<file path="src/rtl/vga_timing_pkg.sv">
// Shared XGA (1024x768 @ 60 Hz) timing constants for the timing generator and draw modules.
package vga_timing_pkg;

  localparam int CNT_W = 12;

  localparam int XGA_H_ACTIVE = 1024;
  localparam int XGA_H_FP     = 24;
  localparam int XGA_H_SYNC   = 136;
  localparam int XGA_H_BP     = 160;
  localparam int XGA_V_ACTIVE = 768;
  localparam int XGA_V_FP     = 3;
  localparam int XGA_V_SYNC   = 6;
  localparam int XGA_V_BP     = 29;

  localparam int H_TOTAL = XGA_H_ACTIVE + XGA_H_FP + XGA_H_SYNC + XGA_H_BP;
  localparam int V_TOTAL = XGA_V_ACTIVE + XGA_V_FP + XGA_V_SYNC + XGA_V_BP;

endpackage

</file>
<file path="src/rtl/vga_axis_cnt.sv">
// Wrapping axis counter: counts 0..TOTAL-1 while enabled; tc_o flags the last position.
module vga_axis_cnt
  import vga_timing_pkg::*;
#(
  parameter int TOTAL = H_TOTAL,
  parameter int W     = CNT_W
) (
  input  logic         clk_i,
  input  logic         rst_i,
  input  logic         en_i,
  output logic [W-1:0] count_o,
  output logic [W-1:0] count_d_o,
  output logic         tc_o
);

  localparam logic [W-1:0] LAST = W'(TOTAL - 1);

  logic [W-1:0] count_q;
  logic [W-1:0] count_d;

  // The next value is exported so the parent can register decodes in step with the count.
  always_comb begin
    count_d = count_q;
    if (en_i) begin
      count_d = (count_q == LAST) ? '0 : count_q + W'(1);
    end
  end

  always_ff @(posedge clk_i or posedge rst_i) begin
    if (rst_i) begin
      count_q <= '0;
    end else begin
      count_q <= count_d;
    end
  end

  assign count_o   = count_q;
  assign count_d_o = count_d;
  assign tc_o      = (count_q == LAST);

endmodule

</file>
<file path="src/rtl/vga_timing_gen.sv">
// VGA timing generator with registered, zero-skew sync/blank/frame_start outputs.
// Optional macro VGA_TIMING_FRAME_CNT_EN adds a 16-bit wrapping frame counter output.
module vga_timing_gen
  import vga_timing_pkg::*;
#(
  parameter int H_ACTIVE = XGA_H_ACTIVE,
  parameter int H_FP     = XGA_H_FP,
  parameter int H_SYNC   = XGA_H_SYNC,
  parameter int H_BP     = XGA_H_BP,
  parameter int V_ACTIVE = XGA_V_ACTIVE,
  parameter int V_FP     = XGA_V_FP,
  parameter int V_SYNC   = XGA_V_SYNC,
  parameter int V_BP     = XGA_V_BP
) (
  input  logic             clk,
  input  logic             rst,
  input  logic             en,
  output logic [CNT_W-1:0] hcount_out,
  output logic             hsync_out,
  output logic             hblnk_out,
  output logic [CNT_W-1:0] vcount_out,
  output logic             vsync_out,
  output logic             vblnk_out,
  output logic             frame_start
`ifdef VGA_TIMING_FRAME_CNT_EN
  ,
  output logic [15:0]      frame_cnt
`endif
);

  localparam int H_TOT = H_ACTIVE + H_FP + H_SYNC + H_BP;
  localparam int V_TOT = V_ACTIVE + V_FP + V_SYNC + V_BP;

  localparam logic [CNT_W-1:0] H_BLANK_START = CNT_W'(H_ACTIVE);
  localparam logic [CNT_W-1:0] H_SYNC_START  = CNT_W'(H_ACTIVE + H_FP);
  localparam logic [CNT_W-1:0] H_SYNC_END    = CNT_W'(H_ACTIVE + H_FP + H_SYNC);
  localparam logic [CNT_W-1:0] V_BLANK_START = CNT_W'(V_ACTIVE);
  localparam logic [CNT_W-1:0] V_SYNC_START  = CNT_W'(V_ACTIVE + V_FP);
  localparam logic [CNT_W-1:0] V_SYNC_END    = CNT_W'(V_ACTIVE + V_FP + V_SYNC);

  logic [CNT_W-1:0] hCount, hCountD, vCount, vCountD;
  logic             hTc, vTc;

  logic hsync_q, hblnk_q, vsync_q, vblnk_q, frame_start_q;
  logic frame_start_d;

  vga_axis_cnt #(.TOTAL(H_TOT), .W(CNT_W)) u_hcnt (
    .clk_i     (clk),
    .rst_i     (rst),
    .en_i      (en),
    .count_o   (hCount),
    .count_d_o (hCountD),
    .tc_o      (hTc)
  );

  vga_axis_cnt #(.TOTAL(V_TOT), .W(CNT_W)) u_vcnt (
    .clk_i     (clk),
    .rst_i     (rst),
    .en_i      (en && hTc),
    .count_o   (vCount),
    .count_d_o (vCountD),
    .tc_o      (vTc)
  );

  assign frame_start_d = en && hTc && vTc;

  // Decodes use the counters' next values so they land on the same edge as the counts.
  always_ff @(posedge clk or posedge rst) begin
    if (rst) begin
      hsync_q       <= 1'b0;
      hblnk_q       <= 1'b0;
      vsync_q       <= 1'b0;
      vblnk_q       <= 1'b0;
      frame_start_q <= 1'b0;
    end else begin
      frame_start_q <= frame_start_d;
      if (en) begin
        hblnk_q <= (hCountD >= H_BLANK_START);
        hsync_q <= (hCountD >= H_SYNC_START) && (hCountD < H_SYNC_END);
        vblnk_q <= (vCountD >= V_BLANK_START);
        vsync_q <= (vCountD >= V_SYNC_START) && (vCountD < V_SYNC_END);
      end
    end
  end

`ifdef VGA_TIMING_FRAME_CNT_EN
  logic [15:0] frame_cnt_q;

  always_ff @(posedge clk or posedge rst) begin
    if (rst) begin
      frame_cnt_q <= '0;
    end else if (frame_start_d) begin
      frame_cnt_q <= frame_cnt_q + 16'd1;
    end
  end

  assign frame_cnt = frame_cnt_q;
`endif

  assign hcount_out = hCount;
  assign vcount_out = vCount;
  assign hsync_out  = hsync_q;
  assign hblnk_out  = hblnk_q;
  assign vsync_out  = vsync_q;
  assign vblnk_out  = vblnk_q;
  assign frame_start = frame_start_q;

endmodule
</file>
<file path="config.mk">
export PLATFORM = sky130hd
export DESIGN_NAME = vga_timing_gen
export DESIGN_NICKNAME = d
export VERILOG_FILES = /design/src/rtl/vga_timing_pkg.sv /design/src/rtl/vga_axis_cnt.sv /design/src/rtl/vga_timing_gen.sv
export SDC_FILE = /design/constraint.sdc
export NUM_CORES = 1
export LEC_CHECK = 0
export CORE_MARGIN = 2
export CORE_UTILIZATION = 55
export CTS_CLUSTER_DIAMETER = 200
export DETAILED_ROUTE_END_ITERATION = 8
export GPL_TIMING_DRIVEN = 0
export PLACE_DENSITY = 0.84
export SYNTH_ARGS = -nofsm -noshare
export SYNTH_HDL_FRONTEND = slang
export SYNTH_HIERARCHICAL = 1
export SYNTH_SLANG_ARGS = --single-unit
</file>
<file path="constraint.sdc">
create_clock -name clk -period 5.5 [get_ports clk]
set_clock_uncertainty 0.15 [all_clocks]
set_input_delay 0.55 -clock clk [delete_from_list [all_inputs] [get_ports clk]]
set_output_delay 0.55 -clock clk [all_outputs]
set_load 0.01 [all_outputs]
</file>
# --- Yosys cells after proc, flatten, opt, wreduce, memory -nomap -nowiden ---
# Index checks and enable logic that the tools add are counted.
classes:
  magnitude_cmp: 6
  add_sub_neg: 2
  n_eq_ne: 2
  n_reduce_logical: 4
  n_mux: 4
ops:
  columns: ["operator", "n"]
  rows:
  - ["$mux W12", 4]
  - ["$add A12 B1 Y12 const B", 2]
  - ["$ge A12 B10 Y1 const B", 2]
  - ["$ge A12 B11 Y1 const B", 2]
  - ["$eq A12 B10 Y1 const B", 1]
  - ["$eq A12 B11 Y1 const B", 1]
  - ["$lt A12 B10 Y1 const B", 1]
  - ["$lt A12 B11 Y1 const B", 1]
  - ["$logic_and A1 B1 Y1", 4]
word_totals:
  reg_bits: 29
  output_inout_bits: 29
  input_bits: 3

# --- Logic depth before layout (Yosys ltp) ---
logic_depth:
  depth_word: 5
  ltp_mapped: 11
  ltp_nobuf: 10

# --- Hierarchy ---
# Netlist, hierarchy kept.
modules_own_cells:
  columns: ["module", "instances", "area_each_um2", "cells_each", "seq_area_each_um2"]
  rows:
  - ["vga_axis_cnt at u_hcnt", 1, 683.2, 65, 300.3]
  - ["vga_axis_cnt at u_vcnt", 1, 660.6, 64, 300.3]
  - ["vga_timing_gen", 1, 262.8, 29, 125.1]

# --- Least setup slack after synthesis ---
# Ideal clock, no wire load.
synth_path:
  kind: "reg-to-reg"
  start: "reg u_hcnt.count_q[6], in the netlist u_hcnt/count_o[6]"
  end: "reg vblnk_q, in the netlist vblnk_out"
  path_stages_with_launch: 10
  path_buffers: 1
  t_arrival_ns: 2.414
  slack_ns: 2.859
  cell_sequence: "dfrtp_1 or2_4 nor4_4 and2_1 buf_4 nand4_2 or4_1 a21oi_1 a211oi_1 a21oi_1"
synth_via:
  elab_chain_len: 4
synth_rtl:
  columns: ["item", "line", "rtl"]
  rows:
  - ["from (decl)", "vga_axis_cnt.sv:18", "logic [W-1:0] count_q;"]
  - ["from (signal assigned)", "vga_axis_cnt.sv:33", "count_q <= count_d;"]
  - ["$eq A12 B11 Y1", "vga_axis_cnt.sv:39", "assign tc_o = (count_q == LAST);"]
  - ["named net hTc", "vga_timing_gen.sv:42", "logic hTc, vTc;"]
  - ["$logic_and A1 B1 Y1", "vga_timing_gen.sv:59", ".en_i (en && hTc),"]
  - ["$mux W12", "vga_axis_cnt.sv:24", "if (en_i) begin"]
  - ["named net vCountD[8]", "vga_timing_gen.sv:41", "logic [CNT_W-1:0] hCount, hCountD, vCount, vCountD;"]
  - ["$ge A12 B10 Y1", "vga_timing_gen.sv:80", "vblnk_q <= (vCountD >= V_BLANK_START);"]
  - ["to (signal assigned)", "vga_timing_gen.sv:80", null]
  - ["to (decl)", "vga_timing_gen.sv:44", "logic hsync_q, hblnk_q, vsync_q, vblnk_q, frame_start_q;"]
# The timed path passes the listed nets, and every way through them passes these cells.
# A chain may end at the register's enable or synchronous reset.

# --- Worst setup path after layout ---
layout_path:
  start: "reg u_hcnt.count_q[0], in the netlist u_hcnt/count_o[0]"
  end: "reg vblnk_q, in the netlist vblnk_out"
# Same word-level chain as after synthesis.

==> reports/qor.yml <==
status:
  status: "complete, no violations"
logic_synthesis:
  ys_seq_elements: 29
  async_flop_share_pct: 100
  synth_compound_area_share_pct: 13.4
  synth_edf_count: 0
  synthSimpleGateAreaFrac_pct: 29.0
  syn_area_um2: 1610
  synth-adder-area-share_pct: 2.34
  synth_cells: 158
  synth_fp_nets: 164
  synth_top_family_by_area: "simple AND/OR/NAND/NOR gates"
  muxShareOfSynthArea_pct: 0
  syn_area_per_cell_um2: 10.2
  synth_cell_types: 44
  yosysTopAreaCellShare_pct: 45.2
  ys.flop_type: "dfrtp_1"
  synth_top_area_cell: "dfrtp_1"
  synth-xor-area-share_pct: 6.00
  yosysWarningCount: 6
  yosysSeqAreaShare_pct: 45.2
  synth_area_leaders: "dfrtp_1 45%, xor2_1 4.4%, nand4_1 3.1%"
route:
  ant_nets: 0
  avgViaCountPerCell: 6.23
  drt_iter0_markers: 87
  drt-pass1-iter-count: 6
  drc_errors: 0
  drt_wl_total_um: 3950
  vias: 1415
  wl_per_cell_um: 17.4
power_and_ir_drop:
  peakVddDrop_v: 0.000232
  power_leakage_nw: 0.873
  p_per_area_nw_per_um2: 290
finish:
  drive_above_1_share_pct: 10.7
  fin_nets: 201
  multi_input_area_um2: 815
  final-seq-area_um2: 726
  final_util_pct: 73.1
  final_cell_mix: "30 x clkdlybuf4s50_1, 29 x dfrtp_1, 13 x inv_1"
  final_common_cell: "clkdlybuf4s50_1"
  antennaDiodeCount: 0
  fillerInstances: 200
  syn_to_final_growth_pct: 25.5
place:
  port-buffer-count: 30
  routabilityCongestion: 0.934
  dpl.hpwl_um: 2850
clock_tree:
  ctsHoldBuffers: 0
  cts_tree: "built"
  cts_htree_levels: 2
  clkSinkCount: 29
  path_clk_slew_ns: 0.08
  clockRootBuffer: "clkbuf_4"
  cts_setup_buffers: 0
  cts_buffer_depth: 2
  clock_latency_ns: 0.32
  post_cts_resized: 0
  cts_buffers: 5
critical_path:
  cpMostUsedCell: "a21oi_1"
  cpMaxStageDelayCell: "or4_1"
  cp.arrival_ns: 3.16
  path_max_fanout: 9
  rr_endpoint: "vblnk_out$_DFFE_PP0P_"
  cp-end-kind: "flip-flop"
  worstReg2RegStart: "u_hcnt/count_o[0]$_DFF_PP0_"
  reg2regPathDepth: 10
  startpoint_type: "flip-flop"
  path_class: "flip-flop to flip-flop"
  critical-path-max-stage-delay_ns: 0.55
  r2r_slack_ns: 2.42
  crit_required_ns: 5.59
  cp_cell_sequence: "ha_1 > inv_1 > nor4_4 > and2_1 > buf_4 > nand3_1 > or4_1 > a21oi_1 > a211oi_1 > a21oi_1"
floorplan:
  placementRows: 19
  pin_count: 32
  core_area_um2: 2760
  die_h_um: 58.0
  dieArea_um2: 3370
  die_x_um: 58.0
  start_util_pct: 58.3
global_routing:
  grt-ovfl-total: 0
  antenna_found_initial: 0
  grt_pass1_wl_um: 6440
  grt_use_total_pct: 26.0
  grt_max_degree: 13
  grt_pass1_vias: 1326
sta:
  finalHoldViolCount: 0
  rsz0062_at_grt: "no"
  period_share_pct: 55.9
  max_slew_margin_pct: 67.8
  tns_ns: 0
  period_needed_ns: 3.08
  worst_slew_pin_slew_ns: 0.483
  slew_violations: 0
  max_freq_mhz: 325
  setup_violations: 0
run:
  maxCapViolations: 0
hold_path:
  worstHoldPathType: "primary input to async pin"
==> routing by layer <==
metal	global-route usage (%)	share of wire, %	up-vias
met5	0	0	-
met4	9.63	1.4	0
met3	8.93	6.3	10
met2	38.8	49	59
met1	35.2	43	684
li1	-	-	662
==> flip-flops by register name (all words and copies together) (netlist names) <==
| name | flops |
|---|---|
| vsync_out | 1 |
| vblnk_out | 1 |
| frame_start | 1 |
| hsync_out | 1 |
| u_vcnt/count_o | 12 |
| hblnk_out | 1 |
| u_hcnt/count_o | 12 |
==> power by group <==
part	leakage (nW)	internal [mW]	switching, mW
combinational	0.472	0.0778	0.0758
clock	0.0413	0.0740	0.0734
sequential	0.360	0.237	0.0471
==> worst max path at each step <==
stage | start | end | slack, ns | cells past startpoint
5_1_grt | u_hcnt/count_o[0]$_DFF_PP0_ | vsync_out$_DFFE_PP0P_ | 2.22 | 11
2_1_floorplan | u_hcnt/count_o[6]$_DFF_PP0_ | vblnk_out$_DFFE_PP0P_ | 2.86 | 9
4_1_cts | u_hcnt/count_o[0]$_DFF_PP0_ | vblnk_out$_DFFE_PP0P_ | 2.43 | 10
3_3_place_gp | u_hcnt/count_o[0]$_DFF_PP0_ | vsync_out$_DFFE_PP0P_ | 2.59 | 11
6_report | u_hcnt/count_o[0]$_DFF_PP0_ | vblnk_out$_DFFE_PP0P_ | 2.42 | 10
3_5_place_dp | u_hcnt/count_o[0]$_DFF_PP0_ | vblnk_out$_DFFE_PP0P_ | 2.50 | 10
==> stage by stage <==
stage	worst slack (ns)	cell area, um2	hold slack, ns	total power [mW]	std cells
detailed placement	2.50	1950	0.351	0.438	219
CTS	2.43	2020	0.316	0.585	227
floorplan	2.86	1610	0.179	0.364	158
finish	2.42	2020	0.327	0.585	227
global route	2.22	2020	0.308	0.620	227
global placement	2.59	1950	0.356	0.431	219
==> Yosys cell counts, drive strengths merged (3+ instances only) <==
master and n:
dfrtp 29, inv 13, o21ai 11, nand2 10, nand4 10, nor2 9
xor2 8, a21oi 6, nand2b 6, nand3 6, nor4 6, nor3 4
o31ai 4, a31oi 3, buf 3, ha 3, o22ai 3, xnor2 3
==> cells by family after synthesis <==
family | count (synthesis)
AOI/OAI and AO/OA | 34
xor gates and xnor gates | 11
adders and majority gates | 3
buffers and inverters | 16
DFF | 29
and+or+nand+nor | 65
==> layout make-up <==
class	instances	area share [%]
plain buffers	3	0.869
clock buffers	7	3.23
clock inverters	1	0.248
inverters	13	2.42
multi-input cells	113	40.4
flip-flops and latches	29	36.0
well taps	31	1.92
repair buffers	30	14.9
==> worst max-delay path: cells and delay by family, from the launching register on <==
family          cells  cell delay (ns)
simple gates        4             1.24
compound gates      3             0.66
flops               1             0.48
fa+ha+maj           1             0.23
buf+inv             2             0.23
Note: power is estimated with default switching activity, not from simulation.
